**src/rtl/qspi_axil_arbiter_if.sv**
```systemverilog
// AXI4-Lite bus bundle shared by both upstream ports and the downstream port.
// Modport s faces an upstream master; modport m faces the downstream slave.
interface axi4_lite_if #(
   parameter int DW = 32,
   parameter int AW = 32
);
   logic [AW-1:0]   awaddr;
   logic [2:0]      awprot;
   logic            awvalid;
   logic            awready;
   logic [DW-1:0]   wdata;
   logic [DW/8-1:0] wstrb;
   logic            wvalid;
   logic            wready;
   logic [1:0]      bresp;
   logic            bvalid;
   logic            bready;
   logic [AW-1:0]   araddr;
   logic [2:0]      arprot;
   logic            arvalid;
   logic            arready;
   logic [DW-1:0]   rdata;
   logic [1:0]      rresp;
   logic            rvalid;
   logic            rready;

   modport s (
      input  awaddr, awprot, awvalid, wdata, wstrb, wvalid, bready,
      input  araddr, arprot, arvalid, rready,
      output awready, wready, bresp, bvalid, arready, rdata, rresp, rvalid
   );

   modport m (
      output awaddr, awprot, awvalid, wdata, wstrb, wvalid, bready,
      output araddr, arprot, arvalid, rready,
      input  awready, wready, bresp, bvalid, arready, rdata, rresp, rvalid
   );
endinterface

```
**src/rtl/qspi_axil_arbiter.sv**
```systemverilog
// Two-port AXI4-Lite arbiter onto the QSPI register bus: one outstanding transaction,
// round-robin between ports, write/read alternation per port, DECERR for out-of-window.
module qspi_axil_arbiter #(
   parameter int DW      = 32,
   parameter int AW      = 32,
   parameter int SPAN_AW = 10
) (
   input  logic       aclk,
   input  logic       aresetn,
   axi4_lite_if.s     s0_bus,
   axi4_lite_if.s     s1_bus,
   axi4_lite_if.m     m_bus,
   output logic       busy,
   output logic [1:0] grant
);
   typedef enum logic [2:0] {
      IDLE, WR_FWD, WR_RESP, RD_FWD, RD_RESP, ERR_WR, ERR_RD
   } state_t;

   state_t          r_state, w_state_nxt;
   logic [1:0]      r_grant;
   logic            r_busy;
   logic            r_last;
   logic [1:0]      r_prev_wr;
   logic            r_aw_done, r_w_done, r_err_ph;

   logic            w_wreq0, w_wreq1, w_rreq0, w_rreq1, w_req0, w_req1;
   logic            w_port, w_sel_wr, w_oow;
   logic [AW-1:0]   w_req_addr;

   logic            w_g;
   logic            w_g_awvalid, w_g_wvalid, w_g_arvalid, w_g_bready, w_g_rready;
   logic            w_m_awvalid, w_m_wvalid, w_m_bready, w_m_arvalid, w_m_rready;
   logic            w_aw_hs, w_w_hs, w_ar_hs, w_b_hs, w_r_hs;
   logic            w_g_awready, w_g_wready, w_g_bvalid, w_g_arready, w_g_rvalid;
   logic [1:0]      w_g_bresp, w_g_rresp;
   logic [DW-1:0]   w_g_rdata;

   assign w_wreq0 = s0_bus.awvalid && s0_bus.wvalid;
   assign w_wreq1 = s1_bus.awvalid && s1_bus.wvalid;
   assign w_rreq0 = s0_bus.arvalid;
   assign w_rreq1 = s1_bus.arvalid;
   assign w_req0  = w_wreq0 || w_rreq0;
   assign w_req1  = w_wreq1 || w_rreq1;

   // On a tie the port that was not served last wins; otherwise the lone requester.
   assign w_port   = (w_req0 && w_req1) ? !r_last : w_req1;
   assign w_sel_wr = w_port ? (w_wreq1 && !(r_prev_wr[1] && w_rreq1))
                            : (w_wreq0 && !(r_prev_wr[0] && w_rreq0));
   assign w_req_addr = w_port ? (w_sel_wr ? s1_bus.awaddr : s1_bus.araddr)
                              : (w_sel_wr ? s0_bus.awaddr : s0_bus.araddr);
   assign w_oow = |w_req_addr[AW-1:SPAN_AW];

   assign w_g         = r_grant[1];
   assign w_g_awvalid = w_g ? s1_bus.awvalid : s0_bus.awvalid;
   assign w_g_wvalid  = w_g ? s1_bus.wvalid  : s0_bus.wvalid;
   assign w_g_arvalid = w_g ? s1_bus.arvalid : s0_bus.arvalid;
   assign w_g_bready  = w_g ? s1_bus.bready  : s0_bus.bready;
   assign w_g_rready  = w_g ? s1_bus.rready  : s0_bus.rready;

   assign m_bus.awaddr = w_g ? s1_bus.awaddr : s0_bus.awaddr;
   assign m_bus.awprot = w_g ? s1_bus.awprot : s0_bus.awprot;
   assign m_bus.wdata  = w_g ? s1_bus.wdata  : s0_bus.wdata;
   assign m_bus.wstrb  = w_g ? s1_bus.wstrb  : s0_bus.wstrb;
   assign m_bus.araddr = w_g ? s1_bus.araddr : s0_bus.araddr;
   assign m_bus.arprot = w_g ? s1_bus.arprot : s0_bus.arprot;

   assign w_aw_hs = w_m_awvalid && m_bus.awready;
   assign w_w_hs  = w_m_wvalid  && m_bus.wready;
   assign w_ar_hs = w_m_arvalid && m_bus.arready;
   assign w_b_hs  = m_bus.bvalid && w_g_bready;
   assign w_r_hs  = m_bus.rvalid && w_g_rready;

   always_comb begin
      w_state_nxt = r_state;
      case (r_state)
         IDLE: begin
            if (w_req0 || w_req1) begin
               if (w_sel_wr) w_state_nxt = w_oow ? ERR_WR : WR_FWD;
               else          w_state_nxt = w_oow ? ERR_RD : RD_FWD;
            end
         end
         WR_FWD:  if ((r_aw_done || w_aw_hs) && (r_w_done || w_w_hs)) w_state_nxt = WR_RESP;
         WR_RESP: if (w_b_hs) w_state_nxt = IDLE;
         RD_FWD:  if (w_ar_hs) w_state_nxt = RD_RESP;
         RD_RESP: if (w_r_hs) w_state_nxt = IDLE;
         ERR_WR:  if (r_err_ph && w_g_bready) w_state_nxt = IDLE;
         ERR_RD:  if (r_err_ph && w_g_rready) w_state_nxt = IDLE;
         default: w_state_nxt = IDLE;
      endcase
   end

   // Bus-facing controls; everything is quiet in IDLE so no upstream valid reaches m_bus.
   always_comb begin
      w_m_awvalid = 1'b0;
      w_m_wvalid  = 1'b0;
      w_m_bready  = 1'b0;
      w_m_arvalid = 1'b0;
      w_m_rready  = 1'b0;
      w_g_awready = 1'b0;
      w_g_wready  = 1'b0;
      w_g_bvalid  = 1'b0;
      w_g_bresp   = 2'b00;
      w_g_arready = 1'b0;
      w_g_rvalid  = 1'b0;
      w_g_rdata   = '0;
      w_g_rresp   = 2'b00;
      case (r_state)
         WR_FWD: begin
            w_m_awvalid = w_g_awvalid && !r_aw_done;
            w_m_wvalid  = w_g_wvalid  && !r_w_done;
            w_g_awready = m_bus.awready && !r_aw_done;
            w_g_wready  = m_bus.wready  && !r_w_done;
         end
         WR_RESP: begin
            w_m_bready = w_g_bready;
            w_g_bvalid = m_bus.bvalid;
            w_g_bresp  = m_bus.bresp;
         end
         RD_FWD: begin
            w_m_arvalid = w_g_arvalid;
            w_g_arready = m_bus.arready;
         end
         RD_RESP: begin
            w_m_rready = w_g_rready;
            w_g_rvalid = m_bus.rvalid;
            w_g_rdata  = m_bus.rdata;
            w_g_rresp  = m_bus.rresp;
         end
         ERR_WR: begin
            w_g_awready = !r_err_ph;
            w_g_wready  = !r_err_ph;
            w_g_bvalid  = r_err_ph;
            w_g_bresp   = r_err_ph ? 2'b11 : 2'b00;
         end
         ERR_RD: begin
            w_g_arready = !r_err_ph;
            w_g_rvalid  = r_err_ph;
            w_g_rresp   = r_err_ph ? 2'b11 : 2'b00;
         end
         default: ;
      endcase
   end

   assign m_bus.awvalid = w_m_awvalid;
   assign m_bus.wvalid  = w_m_wvalid;
   assign m_bus.bready  = w_m_bready;
   assign m_bus.arvalid = w_m_arvalid;
   assign m_bus.rready  = w_m_rready;

   assign s0_bus.awready = r_grant[0] && w_g_awready;
   assign s0_bus.wready  = r_grant[0] && w_g_wready;
   assign s0_bus.bvalid  = r_grant[0] && w_g_bvalid;
   assign s0_bus.bresp   = r_grant[0] ? w_g_bresp : 2'b00;
   assign s0_bus.arready = r_grant[0] && w_g_arready;
   assign s0_bus.rvalid  = r_grant[0] && w_g_rvalid;
   assign s0_bus.rdata   = r_grant[0] ? w_g_rdata : '0;
   assign s0_bus.rresp   = r_grant[0] ? w_g_rresp : 2'b00;

   assign s1_bus.awready = r_grant[1] && w_g_awready;
   assign s1_bus.wready  = r_grant[1] && w_g_wready;
   assign s1_bus.bvalid  = r_grant[1] && w_g_bvalid;
   assign s1_bus.bresp   = r_grant[1] ? w_g_bresp : 2'b00;
   assign s1_bus.arready = r_grant[1] && w_g_arready;
   assign s1_bus.rvalid  = r_grant[1] && w_g_rvalid;
   assign s1_bus.rdata   = r_grant[1] ? w_g_rdata : '0;
   assign s1_bus.rresp   = r_grant[1] ? w_g_rresp : 2'b00;

   always_ff @(posedge aclk or negedge aresetn) begin
      if (!aresetn) begin
         r_state   <= IDLE;
         r_grant   <= 2'b00;
         r_busy    <= 1'b0;
         r_last    <= 1'b1;
         r_prev_wr <= 2'b00;
         r_aw_done <= 1'b0;
         r_w_done  <= 1'b0;
         r_err_ph  <= 1'b0;
      end else begin
         r_state <= w_state_nxt;
         r_busy  <= (w_state_nxt != IDLE);
         if (r_state == IDLE && w_state_nxt != IDLE) begin
            r_grant           <= w_port ? 2'b10 : 2'b01;
            r_last            <= w_port;
            r_prev_wr[w_port] <= w_sel_wr;
         end else if (w_state_nxt == IDLE) begin
            r_grant <= 2'b00;
         end
         // Phase flags live only within one state and restart on every transition.
         if (w_state_nxt != r_state) begin
            r_aw_done <= 1'b0;
            r_w_done  <= 1'b0;
            r_err_ph  <= 1'b0;
         end else begin
            if (w_aw_hs) r_aw_done <= 1'b1;
            if (w_w_hs)  r_w_done  <= 1'b1;
            if (r_state == ERR_WR || r_state == ERR_RD) r_err_ph <= 1'b1;
         end
      end
   end

   assign busy  = r_busy;
   assign grant = r_grant;
endmodule

```
**src/flat_wrapper.sv**
```systemverilog
// flat-port wrapper written by rule: the top's interface ports become plain ports
module qspi_axil_arbiter_flat 
#(
   parameter int DW      = 32,
   parameter int AW      = 32,
   parameter int SPAN_AW = 10
)
  (aclk, aresetn, busy, grant, s0_bus_awaddr, s0_bus_awprot, s0_bus_awvalid, s0_bus_wdata, s0_bus_wstrb, s0_bus_wvalid, s0_bus_bready, s0_bus_araddr, s0_bus_arprot, s0_bus_arvalid, s0_bus_rready, s0_bus_awready, s0_bus_wready, s0_bus_bresp, s0_bus_bvalid, s0_bus_arready, s0_bus_rdata, s0_bus_rresp, s0_bus_rvalid, s1_bus_awaddr, s1_bus_awprot, s1_bus_awvalid, s1_bus_wdata, s1_bus_wstrb, s1_bus_wvalid, s1_bus_bready, s1_bus_araddr, s1_bus_arprot, s1_bus_arvalid, s1_bus_rready, s1_bus_awready, s1_bus_wready, s1_bus_bresp, s1_bus_bvalid, s1_bus_arready, s1_bus_rdata, s1_bus_rresp, s1_bus_rvalid, m_bus_awaddr, m_bus_awprot, m_bus_awvalid, m_bus_wdata, m_bus_wstrb, m_bus_wvalid, m_bus_bready, m_bus_araddr, m_bus_arprot, m_bus_arvalid, m_bus_rready, m_bus_awready, m_bus_wready, m_bus_bresp, m_bus_bvalid, m_bus_arready, m_bus_rdata, m_bus_rresp, m_bus_rvalid);
  axi4_lite_if #(.DW(DW), .AW(AW)) s0_bus_i ();
  axi4_lite_if #(.DW(DW), .AW(AW)) s1_bus_i ();
  axi4_lite_if #(.DW(DW), .AW(AW)) m_bus_i ();
  input  logic aclk;
  input  logic aresetn;
  output logic busy;
  output logic [1:0] grant;
  input wire logic [$bits(s0_bus_i.awaddr)-1:0] s0_bus_awaddr;
  input wire logic [$bits(s0_bus_i.awprot)-1:0] s0_bus_awprot;
  input wire logic [$bits(s0_bus_i.awvalid)-1:0] s0_bus_awvalid;
  input wire logic [$bits(s0_bus_i.wdata)-1:0] s0_bus_wdata;
  input wire logic [$bits(s0_bus_i.wstrb)-1:0] s0_bus_wstrb;
  input wire logic [$bits(s0_bus_i.wvalid)-1:0] s0_bus_wvalid;
  input wire logic [$bits(s0_bus_i.bready)-1:0] s0_bus_bready;
  input wire logic [$bits(s0_bus_i.araddr)-1:0] s0_bus_araddr;
  input wire logic [$bits(s0_bus_i.arprot)-1:0] s0_bus_arprot;
  input wire logic [$bits(s0_bus_i.arvalid)-1:0] s0_bus_arvalid;
  input wire logic [$bits(s0_bus_i.rready)-1:0] s0_bus_rready;
  output wire logic [$bits(s0_bus_i.awready)-1:0] s0_bus_awready;
  output wire logic [$bits(s0_bus_i.wready)-1:0] s0_bus_wready;
  output wire logic [$bits(s0_bus_i.bresp)-1:0] s0_bus_bresp;
  output wire logic [$bits(s0_bus_i.bvalid)-1:0] s0_bus_bvalid;
  output wire logic [$bits(s0_bus_i.arready)-1:0] s0_bus_arready;
  output wire logic [$bits(s0_bus_i.rdata)-1:0] s0_bus_rdata;
  output wire logic [$bits(s0_bus_i.rresp)-1:0] s0_bus_rresp;
  output wire logic [$bits(s0_bus_i.rvalid)-1:0] s0_bus_rvalid;
  input wire logic [$bits(s1_bus_i.awaddr)-1:0] s1_bus_awaddr;
  input wire logic [$bits(s1_bus_i.awprot)-1:0] s1_bus_awprot;
  input wire logic [$bits(s1_bus_i.awvalid)-1:0] s1_bus_awvalid;
  input wire logic [$bits(s1_bus_i.wdata)-1:0] s1_bus_wdata;
  input wire logic [$bits(s1_bus_i.wstrb)-1:0] s1_bus_wstrb;
  input wire logic [$bits(s1_bus_i.wvalid)-1:0] s1_bus_wvalid;
  input wire logic [$bits(s1_bus_i.bready)-1:0] s1_bus_bready;
  input wire logic [$bits(s1_bus_i.araddr)-1:0] s1_bus_araddr;
  input wire logic [$bits(s1_bus_i.arprot)-1:0] s1_bus_arprot;
  input wire logic [$bits(s1_bus_i.arvalid)-1:0] s1_bus_arvalid;
  input wire logic [$bits(s1_bus_i.rready)-1:0] s1_bus_rready;
  output wire logic [$bits(s1_bus_i.awready)-1:0] s1_bus_awready;
  output wire logic [$bits(s1_bus_i.wready)-1:0] s1_bus_wready;
  output wire logic [$bits(s1_bus_i.bresp)-1:0] s1_bus_bresp;
  output wire logic [$bits(s1_bus_i.bvalid)-1:0] s1_bus_bvalid;
  output wire logic [$bits(s1_bus_i.arready)-1:0] s1_bus_arready;
  output wire logic [$bits(s1_bus_i.rdata)-1:0] s1_bus_rdata;
  output wire logic [$bits(s1_bus_i.rresp)-1:0] s1_bus_rresp;
  output wire logic [$bits(s1_bus_i.rvalid)-1:0] s1_bus_rvalid;
  output wire logic [$bits(m_bus_i.awaddr)-1:0] m_bus_awaddr;
  output wire logic [$bits(m_bus_i.awprot)-1:0] m_bus_awprot;
  output wire logic [$bits(m_bus_i.awvalid)-1:0] m_bus_awvalid;
  output wire logic [$bits(m_bus_i.wdata)-1:0] m_bus_wdata;
  output wire logic [$bits(m_bus_i.wstrb)-1:0] m_bus_wstrb;
  output wire logic [$bits(m_bus_i.wvalid)-1:0] m_bus_wvalid;
  output wire logic [$bits(m_bus_i.bready)-1:0] m_bus_bready;
  output wire logic [$bits(m_bus_i.araddr)-1:0] m_bus_araddr;
  output wire logic [$bits(m_bus_i.arprot)-1:0] m_bus_arprot;
  output wire logic [$bits(m_bus_i.arvalid)-1:0] m_bus_arvalid;
  output wire logic [$bits(m_bus_i.rready)-1:0] m_bus_rready;
  input wire logic [$bits(m_bus_i.awready)-1:0] m_bus_awready;
  input wire logic [$bits(m_bus_i.wready)-1:0] m_bus_wready;
  input wire logic [$bits(m_bus_i.bresp)-1:0] m_bus_bresp;
  input wire logic [$bits(m_bus_i.bvalid)-1:0] m_bus_bvalid;
  input wire logic [$bits(m_bus_i.arready)-1:0] m_bus_arready;
  input wire logic [$bits(m_bus_i.rdata)-1:0] m_bus_rdata;
  input wire logic [$bits(m_bus_i.rresp)-1:0] m_bus_rresp;
  input wire logic [$bits(m_bus_i.rvalid)-1:0] m_bus_rvalid;
  assign s0_bus_i.awaddr = s0_bus_awaddr;
  assign s0_bus_i.awprot = s0_bus_awprot;
  assign s0_bus_i.awvalid = s0_bus_awvalid;
  assign s0_bus_i.wdata = s0_bus_wdata;
  assign s0_bus_i.wstrb = s0_bus_wstrb;
  assign s0_bus_i.wvalid = s0_bus_wvalid;
  assign s0_bus_i.bready = s0_bus_bready;
  assign s0_bus_i.araddr = s0_bus_araddr;
  assign s0_bus_i.arprot = s0_bus_arprot;
  assign s0_bus_i.arvalid = s0_bus_arvalid;
  assign s0_bus_i.rready = s0_bus_rready;
  assign s0_bus_awready = s0_bus_i.awready;
  assign s0_bus_wready = s0_bus_i.wready;
  assign s0_bus_bresp = s0_bus_i.bresp;
  assign s0_bus_bvalid = s0_bus_i.bvalid;
  assign s0_bus_arready = s0_bus_i.arready;
  assign s0_bus_rdata = s0_bus_i.rdata;
  assign s0_bus_rresp = s0_bus_i.rresp;
  assign s0_bus_rvalid = s0_bus_i.rvalid;
  assign s1_bus_i.awaddr = s1_bus_awaddr;
  assign s1_bus_i.awprot = s1_bus_awprot;
  assign s1_bus_i.awvalid = s1_bus_awvalid;
  assign s1_bus_i.wdata = s1_bus_wdata;
  assign s1_bus_i.wstrb = s1_bus_wstrb;
  assign s1_bus_i.wvalid = s1_bus_wvalid;
  assign s1_bus_i.bready = s1_bus_bready;
  assign s1_bus_i.araddr = s1_bus_araddr;
  assign s1_bus_i.arprot = s1_bus_arprot;
  assign s1_bus_i.arvalid = s1_bus_arvalid;
  assign s1_bus_i.rready = s1_bus_rready;
  assign s1_bus_awready = s1_bus_i.awready;
  assign s1_bus_wready = s1_bus_i.wready;
  assign s1_bus_bresp = s1_bus_i.bresp;
  assign s1_bus_bvalid = s1_bus_i.bvalid;
  assign s1_bus_arready = s1_bus_i.arready;
  assign s1_bus_rdata = s1_bus_i.rdata;
  assign s1_bus_rresp = s1_bus_i.rresp;
  assign s1_bus_rvalid = s1_bus_i.rvalid;
  assign m_bus_awaddr = m_bus_i.awaddr;
  assign m_bus_awprot = m_bus_i.awprot;
  assign m_bus_awvalid = m_bus_i.awvalid;
  assign m_bus_wdata = m_bus_i.wdata;
  assign m_bus_wstrb = m_bus_i.wstrb;
  assign m_bus_wvalid = m_bus_i.wvalid;
  assign m_bus_bready = m_bus_i.bready;
  assign m_bus_araddr = m_bus_i.araddr;
  assign m_bus_arprot = m_bus_i.arprot;
  assign m_bus_arvalid = m_bus_i.arvalid;
  assign m_bus_rready = m_bus_i.rready;
  assign m_bus_i.awready = m_bus_awready;
  assign m_bus_i.wready = m_bus_wready;
  assign m_bus_i.bresp = m_bus_bresp;
  assign m_bus_i.bvalid = m_bus_bvalid;
  assign m_bus_i.arready = m_bus_arready;
  assign m_bus_i.rdata = m_bus_rdata;
  assign m_bus_i.rresp = m_bus_rresp;
  assign m_bus_i.rvalid = m_bus_rvalid;
  qspi_axil_arbiter #(.DW(DW), .AW(AW), .SPAN_AW(SPAN_AW)) u_core (.aclk(aclk), .aresetn(aresetn), .s0_bus(s0_bus_i), .s1_bus(s1_bus_i), .m_bus(m_bus_i), .busy(busy), .grant(grant));
endmodule
```
**config.mk**
```make
export PLATFORM = sky130hd
export DESIGN_NAME = qspi_axil_arbiter_flat
export DESIGN_NICKNAME = d
export VERILOG_FILES = /design/src/rtl/qspi_axil_arbiter_if.sv /design/src/rtl/qspi_axil_arbiter.sv /design/src/flat_wrapper.sv
export SDC_FILE = /design/constraint.sdc
export NUM_CORES = 1
export LEC_CHECK = 0
export CORE_AREA = 4 4 176 178
export DETAILED_ROUTE_END_ITERATION = 8
export DIE_AREA = 0 0 180 182
export DONT_BUFFER_PORTS = 1
export GPL_TIMING_DRIVEN = 0
export PLACE_DENSITY = 0.3
export SKIP_CTS_REPAIR_TIMING = 1
export SYNTH_ARGS = -nofsm -noshare
export SYNTH_HDL_FRONTEND = slang
export SYNTH_SLANG_ARGS = --single-unit
```
**constraint.sdc**
```tcl
create_clock -name aclk -period 2.6 [get_ports aclk]
set_input_delay 0.65 -clock aclk [delete_from_list [all_inputs] [get_ports aclk]]
set_output_delay 0.65 -clock aclk [all_outputs]
set_load 0.01 [all_outputs]
```
; Yosys cells after proc, flatten, opt, wreduce, memory -nomap -nowiden
; Index checks and enable logic that the tools add are counted.
[word_totals]
ff_bits = 12
latch_bits = 0
ram_bits = 0
romBits = 0
out_inout_bits = 196
word_cells = 127
mem_count = 0
[classes]
n_addsub = 0
mul = 0
n_div = 0
n_lt_le_gt_ge = 2
eq_ne = 7
shifts = 0
muxes = 59
bitwise = 0
n_reduce_logical = 51
[ops]
columns = cell, count
row1 = $mux W32, 9
row2 = $mux W3, 12
row3 = $logic_and A1 B1 Y1, 31
row4 = $reduce_or A22 Y1, 1
row5 = $pmux W3 S7, 1
row6 = $mux W1, 19
row7 = $mux W2, 8
row8 = $pmux W1 S2, 5
row9 = $eq A3 B3 Y1 const B, 3
row10 = $pmux W2 S2, 2
row11 = $reduce_bool A2 Y1, 4
row12 = $eq A3 B2 Y1 const B, 2
row13 = $logic_not A1 Y1, 6
row14 = $logic_not A3 Y1, 2
row15 = $logic_or A1 B1 Y1, 6
row16 = $mux W4, 1
row17 = $eq A3 B1 Y1 const B, 1
row18 = $ne A3 B3 Y1, 1
row19 = $reduce_bool A3 Y1, 1
row20 = $bwmux W2, 1
row21 = $lt A1 B2 Y1 const B, 1
row22 = $demux W1 S1, 1
row23 = $ge A1 B1 Y1 const B, 1

; Depth between registers and ports, before layout
; Gate-level depths: netlist of the first run.
[depth]
word_depth = 15
mapped_depth = 7
ltp_nobuf = 6

; Least setup slack after synthesis of the first run
; OpenSTA, ideal clock, no wires.
[synth_path]
path_kind = flip-flop to output port
start = register u_core.r_grant[1] (netlist: u_core.grant[1])
end = output m_bus_araddr[0]
t_arrival_ns = 1.540
slack_ns = 0.410
stages_incl_launch_ff = 5
path_buffers = 3
cell_sequence = dfrtp_1 -> buf_6 -> clkbuf_1 -> clkbuf_1 -> mux2_2
[synth_between]
elab_chain_cells = 1
[synth_lines]
columns = item, line
row1 = "start, declared", qspi_axil_arbiter.sv:21  ; logic [1:0] r_grant;
row2 = "start signal, assigned", qspi_axil_arbiter.sv:183  ; r_grant <= w_port ? 2'b10 : 2'b01;
row3 = $mux W32, qspi_axil_arbiter.sv:65  ; assign m_bus.araddr = w_g ? s1_bus.araddr : s0_bus.araddr;
row4 = "end, declared", flat_wrapper.sv:61  ; output wire logic [$bits(m_bus_i.araddr)-1:0] m_bus_araddr;
; No other way between the ends.

; Worst setup path in the final report of the first run
[layout_path]
start = register u_core.r_grant[1] (netlist: u_core.grant[1])
end = output m_bus_araddr[27]
; Same word-level chain as after synthesis.

==> results.py, run 1 <==
metrics = {
    "pwr": {
        "cellLeakagePower_nw": 1.42,
        "p_total_mw": 3.24,
        "ir_drop_mv": 0.218,
        "clkPwrFrac_pct": 9.7,
        "switching_power_mw": 1.78,
        "p_int_mw": 1.46,
        "power_frac_comb_pct": 79.5,
        "power_density_nw_per_um2": 880,
        "swShare_pct": 55.0,
        "p_seq_share_pct": 10.7,
    },
    "yosys": {
        "synth_edf_count": 0,
        "ys_types": 48,
        "synth_cells": 375,
        "synthArstFlopShare_pct": 100,
        "synth-xor-area-share_pct": 0.289,
        "seq_area_frac_synth_pct": 9.97,
        "synth_top_family_by_area": "multiplexers",
        "synth_fa_ha_area_share_pct": 0,
        "ys_warn_count": 0,
        "syn_avg_cell_area_um2": 8.07,
        "synth_seq_cells": 12,
        "synth_fp_nets": 640,
        "synth_compound_area_share_pct": 9.02,
        "syn_area_um2": 3030,
        "ys.flop_type": "dfrtp_1",
        "synthMuxAreaShare_pct": 43.4,
        "synth-simple-area-share_pct": 32.3,
    },
    "setup_path": {
        "crit_required_ns": 1.95,
        "crit_path_max_fanout": 10,
        "path_class": "reg2out",
        "r2r_setup_slack_ns": 0.46,
        "crit_path_start_kind": "register",
        "cp.arrival_ns": 1.84,
        "endpoint_kind": "primary output",
    },
    "grt": {
        "grt_pass1_vias": 3388,
        "track_usage_pct": 11.5,
        "grt_max_degree": 13,
        "antenna_found_initial": 4,
        "grt_overflow": 0,
        "grt_pass1_wl_um": 27600,
    },
    "detailed_routing": {
        "dr.pass1.iters": 4,
        "drtAntennaViolNets": 0,
        "remaining_drc_errors": 0,
        "wl_per_cell_um": 27.9,
        "initialDrtViolationCount": 175,
        "vias": 3407,
        "finalWirelength_um": 21600,
        "vias_per_cell": 4.41,
    },
    "sta": {
        "hold_viol_final": 0,
        "skew_ns": 0.00164,
        "finalCritPeriodShare_pct": 96.0,
        "finalCriticalPeriod_ns": 2.49,
        "final-max-slew-violation-count": 0,
        "report.final.setup_viol": 0,
        "worst_pin_slew_ns": 0.488,
        "timing.final.ws_setup_ns": 0.105,
        "rsz0062_at_grt": "false",
        "fmax_mhz": 401,
        "relSlewSlack_pct": 67.4,
    },
    "floorplan": {
        "core_um2": 29400,
        "num_io_pins": 461,
        "die-area_um2": 32800,
        "initial_core_util_pct": 10.3,
        "die_x_um": 180,
        "die_height_um": 182,
        "rows": 63,
    },
    "clocking": {
        "cts_buffer_depth": 2,
        "cts_max_level": 1,
        "cts_num_sinks": 12,
        "cts-root-buf": "clkbuf_16",
        "cts.reportedPaths.clkPinSlew_ns": 0.05,
        "insertion_delay_ns": 0.24,
        "cts_tree": "built",
        "numCtsBuffers": 3,
    },
    "cells_and_area": {
        "fillers": 3352,
        "fin_cells": 772,
        "layout_commonest_cell": "mux2_2",
        "syn_to_final_growth_pct": 21.8,
        "ff_latch_area_um2": 303,
        "nets": 646,
        "final_util_pct": 12.5,
        "drive_above_1_share_pct": 40.8,
        "mostFrequentLayoutCells": "mux2_2 (109), and3_1 (67), nor4_1 (22), nand2_1 (20), nor2_1 (17)",
        "multi_input_area_um2": 2600,
        "finalInstanceArea_um2": 3690,
    },
    "place": {
        "post_dp_cell_area_um2": 3510,
        "hpwl_um": 19700,
        "pre_cts_slack_ns": -0.562,
        "portBuffers": 0,
        "dp.cells": 765,
        "place.gp.congestion": 0.888,
    },
    "run_status": {
        "status": "finished, final reports clean",
    },
    "job": {
        "drv_cap": 0,
    },
    "min_path": {
        "hold_path.class": "in2async",
    },
}
[routing by layer]
metal,wire length (um),global-route usage [%]
met2,10700,20.7
met5,0,0
met1,8430,13.8
met3,1830,2.66
met4,654,3.23
[metrics by stage]
| step | TNS, ns | hold WS, ns |
|---|---|---|
| finish | 0 | 0.105 |
| global route | 0 | 0.0908 |
| CTS | -92.34 | 0.0983 |
| detailed placement | -46.63 | 0.355 |
| global placement | -39.59 | 0.355 |
| floorplan | 0 | 0.354 |
[worst max-delay path, cell delays in order (launching register included)]
cell and delay [ns]:
dfrtp_2 0.41, buf_6 0.18, clkbuf_4 0.26, buf_2 0.31, mux2_2 0.43
[area by class of cell]
| type | instances | share of cell area, % |
|---|---|---|
| inverter | 5 | 0.509 |
| buffer | 33 | 4.79 |
| timing repair buffer | 1 | 0.204 |
| antenna | 2 | 0.136 |
| sequential | 12 | 8.21 |
| tap | 390 | 13.2 |
| multi-input combinational | 325 | 70.5 |
| clock buffer | 4 | 2.41 |
[final timing paths]
| path | from | end | cells after the start |
|---|---|---|---|
| max reg2reg | u_core.grant[1] | u_core.grant[0] | 7 |
| min | aresetn | u_core.r_prev_wr[0] | 0 |
| min in group aclk | u_core.r_prev_wr[1] | u_core.r_prev_wr[1] | 1 |
| min reg2reg | u_core.r_prev_wr[1] | u_core.r_prev_wr[1] | 1 |
| max in group asynchronous | aresetn | u_core.r_last | 0 |
| max | u_core.grant[1] | m_bus_araddr[27] | 4 |
[cell families (layout without fill, tap and decap cells)]
kind of cell | after synthesis | after routing
XOR/XNOR | 1 | 1
multiplexers | 116 | 116
AO/OA/AOI/OAI | 38 | 38
buffers and inverters | 38 | 43
other | 0 | 2
flip-flops | 12 | 12
AND/OR/NAND/NOR | 170 | 170
[flip-flops by register name, indices dropped and copies added (netlist names)]
name              cells
u_core.busy           1
u_core.r_err_ph       1
u_core.r_state        3
u_core.r_w_done       1
u_core.r_prev_wr      2
u_core.grant          2
u_core.r_aw_done      1
u_core.r_last         1
[cells in the mapped netlist (all sizes together), types with 3 or more instances]
library cell,instances,area share (%)
a21o,4,0.99
a21oi,14,2.4
a31oi,3,0.62
and2,6,1.2
and3,67,14
buf,4,0.83
clkbuf,29,3.6
dfrtp,11,9.1
inv,5,0.62
mux2,113,42
mux2i,3,0.99
nand2,20,2.5
nand2b,3,0.62
nand3,6,0.99
nand4,4,0.83
nor2,19,2.4
nor2b,7,1.4
nor3,5,0.83
nor4,24,5.2
o22ai,3,0.62
[power groups by stage]
stage / sequential (mW) / clock, mW / combinational, mW
after global routing: 0.361 / 0.340 / 2.79
after detailed placement: 0.357 / 0 / 2.52
after floorplan: 0.321 / 0 / 1.90
after global placement: 0.356 / 0 / 2.52
final: 0.349 / 0.315 / 2.58
after CTS: 0.353 / 0.325 / 2.54
Power figures use the tool's default switching activity.
==> inputs of run 2 (changes only) <==
Settings changed: CORE_AREA 4 4 176 178 to 2 2 179 181, DIE_AREA 0 0 180 182 to 0 0 181 183, HOLD_SLACK_MARGIN set to 0.03.
==> results.py, run 2 (same netlist as run 1, synthesis figures left out) <==
metrics = {
    "clocking": {
        "cts.reportedPaths.clkPinSlew_ns": 0.05,
        "numCtsBuffers": 3,
        "cts_num_sinks": 12,
        "insertion_delay_ns": 0.24,
        "cts_max_level": 1,
        "cts_buffer_depth": 2,
        "cts_tree": "built",
        "cts-root-buf": "clkbuf_16",
    },
    "setup_path": {
        "crit_path_max_fanout": 10,
        "path_class": "reg2out",
        "cp.arrival_ns": 1.86,
        "path_cells": "buf_6 -> clkbuf_4 -> buf_2 -> mux2_2",
        "crit_required_ns": 1.95,
        "endpoint_kind": "primary output",
        "regToRegStartpoint": "u_core.grant[1]",
        "slowest_delay_ns": 0.43,
        "crit_path_start_kind": "register",
        "slowest_stage": "dfrtp_2",
        "worstSetupStartpoint": "u_core.grant[1]",
        "rr_worst_depth": 7,
    },
    "sta": {
        "timing.final.ws_setup_ns": 0.0902,
        "finalCritPeriodShare_pct": 96.5,
        "tns_ns": 0,
        "worst_pin_slew_ns": 0.606,
        "finalCriticalPeriod_ns": 2.51,
        "rsz0062_at_grt": "false",
        "fmax_mhz": 398,
        "final-max-slew-violation-count": 0,
        "relSlewSlack_pct": 59.3,
        "skew_ns": 0.00163,
        "hold_viol_final": 0,
        "report.final.setup_viol": 0,
    },
    "detailed_routing": {
        "wl_per_cell_um": 31.0,
        "dr.pass1.iters": 4,
        "initialDrtViolationCount": 129,
        "vias": 3422,
        "drtAntennaViolNets": 0,
        "remaining_drc_errors": 0,
        "finalWirelength_um": 24400,
        "vias_per_cell": 4.35,
    },
    "pwr": {
        "p_int_mw": 1.44,
        "switching_power_mw": 1.83,
        "power_density_nw_per_um2": 886,
        "power_frac_comb_pct": 80.4,
        "clkPwrFrac_pct": 9.0,
        "swShare_pct": 56.0,
        "ir_drop_mv": 0.253,
        "p_seq_share_pct": 10.6,
        "p_total_mw": 3.27,
        "cellLeakagePower_nw": 1.41,
    },
    "cells_and_area": {
        "mostFrequentLayoutCells": "mux2_2 (109), and3_1 (67), nor4_1 (22), nand2_1 (20), nor2_1 (17)",
        "syn_to_final_growth_pct": 22.1,
        "nets": 645,
        "layout_commonest_cell": "mux2_2",
        "regMostFlops": "u_core.r_state",
        "drive_above_1_share_pct": 40.6,
        "fillers": 3614,
        "largest_reg_flops": 3,
    },
    "floorplan": {
        "die_x_um": 181,
        "rows": 65,
        "initial_core_util_pct": 9.69,
        "core_um2": 31200,
        "num_io_pins": 461,
        "die-area_um2": 33100,
        "die_height_um": 183,
    },
    "place": {
        "portBuffers": 0,
        "hpwl_um": 22000,
        "place.gp.congestion": 0.960,
        "pre_cts_slack_ns": -0.601,
    },
    "grt": {
        "grt_max_degree": 13,
        "grt_pass1_wl_um": 30000,
        "grt_pass1_vias": 3280,
        "track_usage_pct": 13.3,
        "antenna_found_initial": 14,
        "grt_overflow": 0,
    },
    "run_status": {
        "status": "finished, final reports clean",
    },
    "job": {
        "drv_cap": 0,
    },
    "min_path": {
        "hold_path.class": "in2async",
    },
}
==> run 2: cell types whose count changed in the layout (fill, tap and decap cells not counted) <==
cell and delta:
diode_2 +3, nor4_2 +1, clkbuf_8 -1, clkbuf_4 +1, nor4_4 -1, buf_2 -1
nor2_4 +1, nor2_2 -1
==> run 2: worst max-delay path, delay by kind of cell (launching register included) <==
kind | cells | cell delay, ns
buf+inv | 3 | 0.76
flops | 1 | 0.43
mux | 1 | 0.42
==> run 2: path summary, 6_finish.rpt <==
| path | to | slack (ns) |
|---|---|---|
| max | m_bus_araddr[26] | 0.09 |
| max reg2reg | u_core.r_w_done | 0.47 |
| min | u_core.r_prev_wr[1] | 0.10 |
| min reg2reg | u_core.r_prev_wr[1] | 0.51 |
| min in group aclk | u_core.r_prev_wr[1] | 0.51 |
| max in group asynchronous | u_core.r_last | 2.33 |
==> run 2: layout make-up <==
class                      instances  area [um^2]  area share (%)
antenna                            5         12.5           0.339
multi-input combinational        325         2590            70.3
inverter                           5         18.8           0.508
buffer                            33          183            4.95
sequential                        12          303            8.20
clock buffer                       4         78.8            2.13
tap                              402          503            13.6
==> run 2: metrics by stage <==
stage               std cells  instance area [um^2]  hold slack [ns]  utilization (%)
floorplan                 375                  3030            0.354                -
global placement          777                  3530            0.355             11.3
finish                    786                  3690            0.102             11.8
global route              784                  3690           0.0954             11.8
detailed placement        777                  3530            0.355             11.3
CTS                       781                  3610           0.0998             11.6
==> run 2: per-layer routing <==
metal / vias to the layer above / track usage [%] / share of wire [%]
li1: 1435 / - / -
met5: - / 0 / 0.28
met3: 47 / 4.83 / 9.9
met4: 10 / 2.54 / 2.9
met1: 1611 / 14.6 / 37
met2: 319 / 24.6 / 50
==> run 2: power by group through the flow <==
| stage | logic (mW) | registers (mW) | clock network (mW) |
|---|---|---|---|
| floorplan | 1.90 | 0.321 | 0 |
| detailed placement | 2.59 | 0.354 | 0 |
| global placement | 2.61 | 0.353 | 0 |
| finish | 2.63 | 0.348 | 0.295 |
| CTS | 2.60 | 0.351 | 0.299 |
| global route | 2.82 | 0.362 | 0.309 |
